### config.mk
export PLATFORM = sky130hd
export DESIGN_NAME = lsu_align_ctrl_flat
export DESIGN_NICKNAME = d
export VERILOG_FILES = /design/src/rtl/lsu_pkg.sv /design/src/rtl/lsu_align_ctrl_if.sv /design/src/rtl/lsu_lane_align.sv /design/src/rtl/lsu_align_ctrl.sv /design/src/flat_wrapper.sv
export SDC_FILE = /design/constraint.sdc
export NUM_CORES = 1
export LEC_CHECK = 0
export BUFFER_PORTS_ARGS = -buffer_cell sky130_fd_sc_hd__buf_2
export CAP_MARGIN = 30
export CORE_MARGIN = 1.5
export CORE_UTILIZATION = 57
export CTS_BUF_LIST = sky130_fd_sc_hd__clkbuf_8
export DETAILED_ROUTE_END_ITERATION = 7
export PLACE_DENSITY_LB_ADDON = 0.3
export SLEW_MARGIN = 20
export SYNTH_ARGS = -nofsm -noshare
export SYNTH_HDL_FRONTEND = slang
export SYNTH_SLANG_ARGS = --single-unit
### constraint.sdc
create_clock -name clk -period 3 [get_ports clk]
set_clock_uncertainty 0.1 [all_clocks]
set_input_delay 0.15 -clock clk [delete_from_list [all_inputs] [get_ports clk]]
set_output_delay 0.15 -clock clk [all_outputs]
set_load 0.05 [all_outputs]
### src/rtl/lsu_pkg.sv
// Shared definitions for the load/store alignment sequencer: memop codes, FSM
// states and the size/lane-mask helpers.
package lsu_pkg;

    localparam logic [2:0] MemopB  = 3'b000;
    localparam logic [2:0] MemopH  = 3'b001;
    localparam logic [2:0] MemopW  = 3'b010;
    localparam logic [2:0] MemopBu = 3'b100;
    localparam logic [2:0] MemopHu = 3'b101;

    typedef enum logic [2:0] {
        StIdle,
        StAcc0,
        StAcc1,
        StLwait,
        StResp
    } lsu_state_e;

    // Access size in bytes; illegal codes behave as full-word accesses.
    function automatic logic [2:0] memop_size(input logic [2:0] memop);
        logic [2:0] size;
        case (memop[1:0])
            2'b00:   size = 3'd1;
            2'b01:   size = 3'd2;
            default: size = 3'd4;
        endcase
        return size;
    endfunction

    // Unshifted byte-lane mask for a store; illegal codes write nothing.
    function automatic logic [3:0] memop_basemask(input logic [2:0] memop);
        logic [3:0] mask;
        case (memop)
            MemopB, MemopBu: mask = 4'b0001;
            MemopH, MemopHu: mask = 4'b0011;
            MemopW:          mask = 4'b1111;
            default:         mask = 4'b0000;
        endcase
        return mask;
    endfunction

    // True when the access runs past the end of its word.
    function automatic logic needs_split(input logic [1:0] off, input logic [2:0] memop);
        logic [3:0] span;
        span = 4'(off) + 4'(memop_size(memop));
        return span > 4'd4;
    endfunction

endpackage

### src/rtl/lsu_align_ctrl_if.sv
// CPU request/response and data-RAM port bundle for lsu_align_ctrl.
// slave = the sequencer's view, master = the CPU/RAM environment's view.
interface lsu_align_ctrl_if #(
    parameter int unsigned ADDR_W = 15
) ();
    logic              req_valid;
    logic              req_ready;
    logic [31:0]       req_addr;
    logic [2:0]        req_memop;
    logic              req_we;
    logic [31:0]       req_wdata;
    logic              rsp_valid;
    logic [31:0]       rsp_rdata;
    logic              rsp_err;
    logic [ADDR_W-1:0] mem_addr;
    logic              mem_we;
    logic [3:0]        mem_wmask;
    logic [31:0]       mem_wdata;
    logic [31:0]       mem_rdata;

    modport slave (
        input  req_valid, req_addr, req_memop, req_we, req_wdata, mem_rdata,
        output req_ready, rsp_valid, rsp_rdata, rsp_err,
        output mem_addr, mem_we, mem_wmask, mem_wdata
    );

    modport master (
        output req_valid, req_addr, req_memop, req_we, req_wdata, mem_rdata,
        input  req_ready, rsp_valid, rsp_rdata, rsp_err,
        input  mem_addr, mem_we, mem_wmask, mem_wdata
    );
endinterface

### src/rtl/lsu_lane_align.sv
// Combinational byte-lane steering: store data/mask shift across two words and
// load merge with sign/zero extension.
module lsu_lane_align
    import lsu_pkg::*;
(
    input  logic [2:0]  memop_i,
    input  logic [1:0]  off_i,
    input  logic [31:0] st_data_i,
    output logic [31:0] st_lo_data_o,
    output logic [31:0] st_hi_data_o,
    output logic [3:0]  st_lo_mask_o,
    output logic [3:0]  st_hi_mask_o,
    input  logic [31:0] ld_word0_i,
    input  logic [31:0] ld_word1_i,
    output logic [31:0] ld_data_o
);
    logic [63:0] st_wide;
    logic [7:0]  mask_wide;
    logic [31:0] merged;

    // Shift store data/mask to their lanes and extract/extend load data.
    always_comb begin
        st_wide      = {32'h0, st_data_i} << {off_i, 3'b000};
        mask_wide    = {4'h0, memop_basemask(memop_i)} << off_i;
        st_lo_data_o = st_wide[31:0];
        st_hi_data_o = st_wide[63:32];
        st_lo_mask_o = mask_wide[3:0];
        st_hi_mask_o = mask_wide[7:4];

        merged = 32'({ld_word1_i, ld_word0_i} >> {off_i, 3'b000});
        case (memop_i)
            MemopB:  ld_data_o = {{24{merged[7]}}, merged[7:0]};
            MemopH:  ld_data_o = {{16{merged[15]}}, merged[15:0]};
            MemopBu: ld_data_o = {24'h0, merged[7:0]};
            MemopHu: ld_data_o = {16'h0, merged[15:0]};
            default: ld_data_o = merged;
        endcase
    end
endmodule

### src/rtl/lsu_align_ctrl.sv
// Load/store sequencer in front of a byte-enabled, 1-cycle-read data RAM.
// Handles one request at a time, splitting word-crossing accesses in two.
// Optional build macro LSU_MISALIGN_TRAP_EN: word-crossing accesses are not
// split but answered immediately with rsp_err=1.
module lsu_align_ctrl
    import lsu_pkg::*;
#(
    parameter int unsigned ADDR_W = 15
) (
    input  logic            clk,
    input  logic            rst,
    lsu_align_ctrl_if.slave bus
);
    lsu_state_e        state_q, state_d;
    logic [ADDR_W-1:0] word_q, word_d;
    logic [1:0]        off_q, off_d;
    logic [2:0]        memop_q, memop_d;
    logic              we_q, we_d;
    logic              split_q, split_d;
    logic [31:0]       wdata_q, wdata_d;
    logic [31:0]       word0_q, word0_d;

    logic              req_ready_q, req_ready_d;
    logic              rsp_valid_q, rsp_valid_d;
    logic              rsp_err_q, rsp_err_d;
    logic [31:0]       rsp_rdata_q, rsp_rdata_d;
    logic [ADDR_W-1:0] mem_addr_q, mem_addr_d;
    logic              mem_we_q, mem_we_d;
    logic [3:0]        mem_wmask_q, mem_wmask_d;
    logic [31:0]       mem_wdata_q, mem_wdata_d;

    logic [ADDR_W-1:0] req_word;
    logic              req_split;
    logic              trap_hit;
    logic [2:0]        al_memop;
    logic [1:0]        al_off;
    logic [31:0]       al_wdata;
    logic [31:0]       al_word0;
    logic [31:0]       st_lo_data, st_hi_data, ld_data;
    logic [3:0]        st_lo_mask, st_hi_mask;
    logic              unused_addr_hi;

    assign req_word       = bus.req_addr[ADDR_W+1:2];
    assign req_split      = needs_split(bus.req_addr[1:0], bus.req_memop);
    assign unused_addr_hi = ^bus.req_addr[31:ADDR_W+2];

`ifdef LSU_MISALIGN_TRAP_EN
    assign trap_hit = req_split;
`else
    assign trap_hit = 1'b0;
`endif

    // Lane logic sees the live request in IDLE (to prepare ACC0) and the latched one after.
    always_comb begin
        if (state_q == StIdle) begin
            al_memop = bus.req_memop;
            al_off   = bus.req_addr[1:0];
            al_wdata = bus.req_wdata;
        end else begin
            al_memop = memop_q;
            al_off   = off_q;
            al_wdata = wdata_q;
        end
        al_word0 = split_q ? word0_q : bus.mem_rdata;
    end

    lsu_lane_align u_lane_align (
        .memop_i      (al_memop),
        .off_i        (al_off),
        .st_data_i    (al_wdata),
        .st_lo_data_o (st_lo_data),
        .st_hi_data_o (st_hi_data),
        .st_lo_mask_o (st_lo_mask),
        .st_hi_mask_o (st_hi_mask),
        .ld_word0_i   (al_word0),
        .ld_word1_i   (bus.mem_rdata),
        .ld_data_o    (ld_data)
    );

    // Next state, request latches and next values of the registered outputs.
    always_comb begin
        state_d     = state_q;
        word_d      = word_q;
        off_d       = off_q;
        memop_d     = memop_q;
        we_d        = we_q;
        split_d     = split_q;
        wdata_d     = wdata_q;
        word0_d     = word0_q;
        req_ready_d = 1'b0;
        rsp_valid_d = 1'b0;
        rsp_err_d   = 1'b0;
        rsp_rdata_d = 32'h0;
        mem_addr_d  = mem_addr_q;
        mem_we_d    = 1'b0;
        mem_wmask_d = 4'h0;
        mem_wdata_d = 32'h0;

        unique case (state_q)
            StIdle: begin
                req_ready_d = 1'b1;
                if (bus.req_valid) begin
                    req_ready_d = 1'b0;
                    word_d      = req_word;
                    off_d       = bus.req_addr[1:0];
                    memop_d     = bus.req_memop;
                    we_d        = bus.req_we;
                    split_d     = req_split;
                    wdata_d     = bus.req_wdata;
                    if (trap_hit) begin
                        state_d     = StResp;
                        rsp_valid_d = 1'b1;
                        rsp_err_d   = 1'b1;
                    end else begin
                        state_d    = StAcc0;
                        mem_addr_d = req_word;
                        if (bus.req_we) begin
                            mem_we_d    = 1'b1;
                            mem_wmask_d = st_lo_mask;
                            mem_wdata_d = st_lo_data;
                        end
                    end
                end
            end
            StAcc0: begin
                if (split_q) begin
                    state_d    = StAcc1;
                    mem_addr_d = word_q + 1'b1;   // wraps modulo 2^ADDR_W
                    if (we_q) begin
                        mem_we_d    = 1'b1;
                        mem_wmask_d = st_hi_mask;
                        mem_wdata_d = st_hi_data;
                    end
                end else if (!we_q) begin
                    state_d = StLwait;
                end else begin
                    state_d     = StResp;
                    rsp_valid_d = 1'b1;
                end
            end
            StAcc1: begin
                word0_d = bus.mem_rdata;
                if (!we_q) begin
                    state_d = StLwait;
                end else begin
                    state_d     = StResp;
                    rsp_valid_d = 1'b1;
                end
            end
            StLwait: begin
                state_d     = StResp;
                rsp_valid_d = 1'b1;
                rsp_rdata_d = ld_data;
            end
            StResp: begin
                state_d     = StIdle;
                req_ready_d = 1'b1;
            end
            default: begin
                state_d     = StIdle;
                req_ready_d = 1'b1;
            end
        endcase
    end

    // FSM state, request latches and registered outputs with synchronous reset.
    always_ff @(posedge clk) begin
        if (rst) begin
            state_q     <= StIdle;
            word_q      <= '0;
            off_q       <= 2'b00;
            memop_q     <= 3'b000;
            we_q        <= 1'b0;
            split_q     <= 1'b0;
            wdata_q     <= 32'h0;
            word0_q     <= 32'h0;
            req_ready_q <= 1'b1;
            rsp_valid_q <= 1'b0;
            rsp_err_q   <= 1'b0;
            rsp_rdata_q <= 32'h0;
            mem_addr_q  <= '0;
            mem_we_q    <= 1'b0;
            mem_wmask_q <= 4'h0;
            mem_wdata_q <= 32'h0;
        end else begin
            state_q     <= state_d;
            word_q      <= word_d;
            off_q       <= off_d;
            memop_q     <= memop_d;
            we_q        <= we_d;
            split_q     <= split_d;
            wdata_q     <= wdata_d;
            word0_q     <= word0_d;
            req_ready_q <= req_ready_d;
            rsp_valid_q <= rsp_valid_d;
            rsp_err_q   <= rsp_err_d;
            rsp_rdata_q <= rsp_rdata_d;
            mem_addr_q  <= mem_addr_d;
            mem_we_q    <= mem_we_d;
            mem_wmask_q <= mem_wmask_d;
            mem_wdata_q <= mem_wdata_d;
        end
    end

    assign bus.req_ready = req_ready_q;
    assign bus.rsp_valid = rsp_valid_q;
    assign bus.rsp_rdata = rsp_rdata_q;
    assign bus.rsp_err   = rsp_err_q;
    assign bus.mem_addr  = mem_addr_q;
    assign bus.mem_we    = mem_we_q;
    assign bus.mem_wmask = mem_wmask_q;
    assign bus.mem_wdata = mem_wdata_q;

endmodule

### src/flat_wrapper.sv
// flat-port wrapper written by rule: the top's interface ports become plain ports
module lsu_align_ctrl_flat import lsu_pkg::*;
#(
    parameter int unsigned ADDR_W = 15
)
  (clk, rst, bus_req_valid, bus_req_addr, bus_req_memop, bus_req_we, bus_req_wdata, bus_mem_rdata, bus_req_ready, bus_rsp_valid, bus_rsp_rdata, bus_rsp_err, bus_mem_addr, bus_mem_we, bus_mem_wmask, bus_mem_wdata);
  lsu_align_ctrl_if #(.ADDR_W(ADDR_W)) bus_i ();
  input  logic clk;
  input  logic rst;
  input wire logic [$bits(bus_i.req_valid)-1:0] bus_req_valid;
  input wire logic [$bits(bus_i.req_addr)-1:0] bus_req_addr;
  input wire logic [$bits(bus_i.req_memop)-1:0] bus_req_memop;
  input wire logic [$bits(bus_i.req_we)-1:0] bus_req_we;
  input wire logic [$bits(bus_i.req_wdata)-1:0] bus_req_wdata;
  input wire logic [$bits(bus_i.mem_rdata)-1:0] bus_mem_rdata;
  output wire logic [$bits(bus_i.req_ready)-1:0] bus_req_ready;
  output wire logic [$bits(bus_i.rsp_valid)-1:0] bus_rsp_valid;
  output wire logic [$bits(bus_i.rsp_rdata)-1:0] bus_rsp_rdata;
  output wire logic [$bits(bus_i.rsp_err)-1:0] bus_rsp_err;
  output wire logic [$bits(bus_i.mem_addr)-1:0] bus_mem_addr;
  output wire logic [$bits(bus_i.mem_we)-1:0] bus_mem_we;
  output wire logic [$bits(bus_i.mem_wmask)-1:0] bus_mem_wmask;
  output wire logic [$bits(bus_i.mem_wdata)-1:0] bus_mem_wdata;
  assign bus_i.req_valid = bus_req_valid;
  assign bus_i.req_addr = bus_req_addr;
  assign bus_i.req_memop = bus_req_memop;
  assign bus_i.req_we = bus_req_we;
  assign bus_i.req_wdata = bus_req_wdata;
  assign bus_i.mem_rdata = bus_mem_rdata;
  assign bus_req_ready = bus_i.req_ready;
  assign bus_rsp_valid = bus_i.rsp_valid;
  assign bus_rsp_rdata = bus_i.rsp_rdata;
  assign bus_rsp_err = bus_i.rsp_err;
  assign bus_mem_addr = bus_i.mem_addr;
  assign bus_mem_we = bus_i.mem_we;
  assign bus_mem_wmask = bus_i.mem_wmask;
  assign bus_mem_wdata = bus_i.mem_wdata;
  lsu_align_ctrl #(.ADDR_W(ADDR_W)) u_core (.clk(clk), .rst(rst), .bus(bus_i));
endmodule
==> results.toml <==
[worst_hold_path]
hold_start = "bus_req_we"
hold_depth = 3
min-delay-path-class = "input port to flop"
whs_endpoint = "u_core.we_q"

[critical_path]
end_kind = "flop"
rrSetupSlack_ns = 0.27
cp_max_fo = 43
worstPathCellList = "buf_4 > o31a_1 > or2_1 > buf_12 > o32ai_2 > mux2i_4 > o21ai_0"
cp-start-kind = "flop"
r2r_cells = 7
cp.buffers_inverters = 2
cp_slowest_cell = "dfxtp_1"
slowest_delay_ns = 0.70
critPathTopFamily = "flip-flops"
r2r-end = "u_core.bus.rsp_rdata[17]"
r2r-start = "u_core.state_q[1]"
path_class = "flop to flop"
worstPathArrival_ns = 2.97
cp.required_ns = 3.24

[run]
maxCapViolCount = 0

[cells_and_area]
drive_gt1_frac = 0.2488
areaGrowthSynthToFinish_pct = 24.92
finalInstanceArea_mm2 = 0.01134
layout.nets = 1368
fin_cells = 1485
antenna_cells = 0

[floorplan]
fp-row-count = 45
start_util = 0.5906
fp.dieW_um = 129.2
ioPinCount = 190
die_h_um = 129.2
coreArea_mm2 = 0.01537
dieArea_mm2 = 0.01669

[power_and_ir_drop]
ir_drop_mv = 0.4152
p_per_area_mw_per_mm2 = 664.8
power.total_uw = 7539
leakage_uw = 0.004673

[sta]
period_needed_ns = 2.729
setup_viol = 0
rsz0062_at_grt = "no"
maxSlewHeadroom = 0.5054
max_freq_ghz = 0.3665
maxSlewViolCount = 0
tightest_slew_ns = 0.7387
hold_viol = 0
fin_crit_sh = 0.9095
fin_tns_setup_ns = 0

[placement]
gp_congestion = 0.9451
io_buffers = 173
placed_area_mm2 = 0.01007
dp_hpwl_um = 17540
placedCellCount = 1368

[routing]
drc = 0
drtIter0Drc = 1151
drt_pass1_iterations = 5
wl_um = 26640
drtAntennaViolNets = 0
wl_per_cell_um = 17.94
vias = 8898
viasPerCell = 5.992

[yosys]
ys_ff_latch = 175
synth-edff-count = 0
syn_area_mm2 = 0.009077
synth_seq_area_share = 0.3859
synth_async_sr_flop_share = 0
avgSynthCellArea_um2 = 8.712
syn_nets = 1149
yosysUniqueCellTypes = 67
synth_cells = 1042
ys.flop_type = "dfxtp_1"
yosys_warnings = 0

[clock_tree]
cts.path.max_buffers = 2
cts_buffers = 17
clkTransAtPathRegs_ns = 0.09
cts_root_buffer = "clkbuf_8"
clkSinkCount = 175
worstSkewPairLatency_ns = 0.48
h-tree-depth = 4
cts_tree = "built"

[global_routing]
antenna_found_initial = 0
grt_use_total = 0.3173
grt_pass1_vias = 8068
grt_start_max_net_pins = 62
grt_pass1_wl_um = 41320
grt-ovfl-total = 0

[outcome]
status = "finished clean"
flip-flops by register name, indices dropped and copies added, names as in the netlist, 4 cells and up:
signal	count
u_core.bus.mem_addr	15
u_core.bus.mem_wdata	32
u_core.bus.mem_wmask	4
u_core.bus.rsp_rdata	32
u_core.wdata_q	32
u_core.word0_q	32
u_core.word_q	15
worst max-delay path by stage:
stage,start,end,slack [ns],cells past startpoint
after global placement,u_core.state_q[2],u_core.bus.mem_addr[4],0.37,7
after floorplan,u_core.state_q[0],u_core.bus.rsp_rdata[13],0.78,7
after global routing,u_core.state_q[2],u_core.bus.rsp_rdata[17],0.04,6
final,u_core.state_q[1],u_core.bus.rsp_rdata[17],0.27,7
after detailed placement,u_core.state_q[1],u_core.bus.rsp_rdata[18],0.31,7
after CTS,u_core.state_q[1],u_core.bus.rsp_rdata[18],0.30,7
worst min-delay path: cells and delay by family:
kind / cells / cell delay (ns)
AND/OR/NAND/NOR: 1 / 0.20
buffers and inverters: 1 / 0.12
AO/OA/AOI/OAI: 1 / 0.10
metrics by stage:
step | worst slack (ns) | hold WS, ns | util
6_report | 0.2715 | 0.02877 | 0.7377
3_3_place_gp | 0.3704 | 0.3049 | 0.6549
2_1_floorplan | 0.7839 | 0.1765 | -
3_5_place_dp | 0.3080 | 0.3083 | 0.6552
5_1_grt | 0.04243 | 0.04408 | 0.7377
4_1_cts | 0.2976 | 0.009116 | 0.7377
cell families after synthesis:
logic type / count (synthesis) / share of synthesized area
AO/OA/AOI/OAI: 250 / 0.1842
XOR/XNOR: 11 / 0.01061
adder cells (fa/ha/maj): 4 / 0.006341
buffers and inverters: 91 / 0.04521
flip-flops: 175 / 0.3859
multiplexers: 128 / 0.1753
other: 1 / 0.0004131
AND/OR/NAND/NOR: 382 / 0.1920
report_power, final:
| group | total [uW] | switching, uW | internal, uW |
|---|---|---|---|
| Combinational | 3060 | 1940 | 1120 |
| Clock | 1750 | 911 | 836 |
| Sequential | 2730 | 187 | 2540 |
| Total | 7540 | 3040 | 4500 |
cell usage in the layout, fill, tap and decap left out, types with 3 or more instances in the layout:
cell type	instances
clkbuf_8	17
a22o_1	15
a211oi_1	21
mux4_2	20
buf_2	172
nor4b_4	3
dlygate4sd3_1	85
nand4_1	5
nand3_1	12
a21oi_1	116
a211o_1	8
mux2_2	38
mux2i_1	69
a21boi_0	3
a2111oi_0	7
xor2_1	4
ha_1	3
o32ai_1	8
a22oi_1	6
nand2_1	214
inv_6	4
dfxtp_1	174
nor3_1	22
nor2b_1	16
clkinv_2	3
or3_1	3
buf_4	26
nor2_1	60
a2bb2oi_1	8
nor4_1	25
o22ai_2	10
xnor2_1	7
bufinv_16	3
inv_1	6
o21ai_0	24
area by class of cell:
class	instances	area, um2
clock buffer	17	234.0
clock inverter	15	183.9
fill	1162	4031
inverter	6	22.52
multi-input combinational	776	5184
sequential	175	3505
tap	211	264.0
timing repair buffer	285	1947
cells in the mapped netlist (3+ instances only):
cell type    n  area [um2]
mux2_2      38       427.9
xor2_1       4       35.03
buf_6        4       45.04
buf_2       22       110.1
a211o_1      8       70.07
inv_1        6       22.52
nor2b_1     16       100.1
a211oi_1    21       157.7
o32ai_1      8       70.07
xnor2_1      7       61.31
a21oi_1    117       585.6
nand4_1      5       31.28
dfxtp_1    175        3503
a2111oi_0    7       61.31
nor3_1      23       115.1
a2bb2oi_1    8       70.07
nor4_1      25       156.4
or3_1        3       18.77
a22o_1      15       131.4
nand2_1    214       803.3
a22oi_1      6       45.04
nand3_1     12       60.06
a21boi_0     3       22.52
clkbuf_1    50       187.7
ha_1         3       37.54
o21ai_0     24       120.1
nor2_1      61       229.0
o22ai_2     10       125.1
mux4_2      20       450.4
mux2i_1     69       690.7
buf_1        6       22.52
buf_4        3       22.52
layer usage:
layer,global-route usage,share of wire
met1,0.4409,0.43
met5,0,0
met3,0.08836,0.10
met2,0.4853,0.45
met4,0.08790,0.019
what timing repair did:
| item | CTS | global route |
|---|---|---|
| resized for setup | 0 | 0 |
| hold buffers | 85 | 0 |
| hold endpoints to repair | 102 | 0 |
| setup buffers | 0 | 0 |
(Power assumes the default switching activity.)
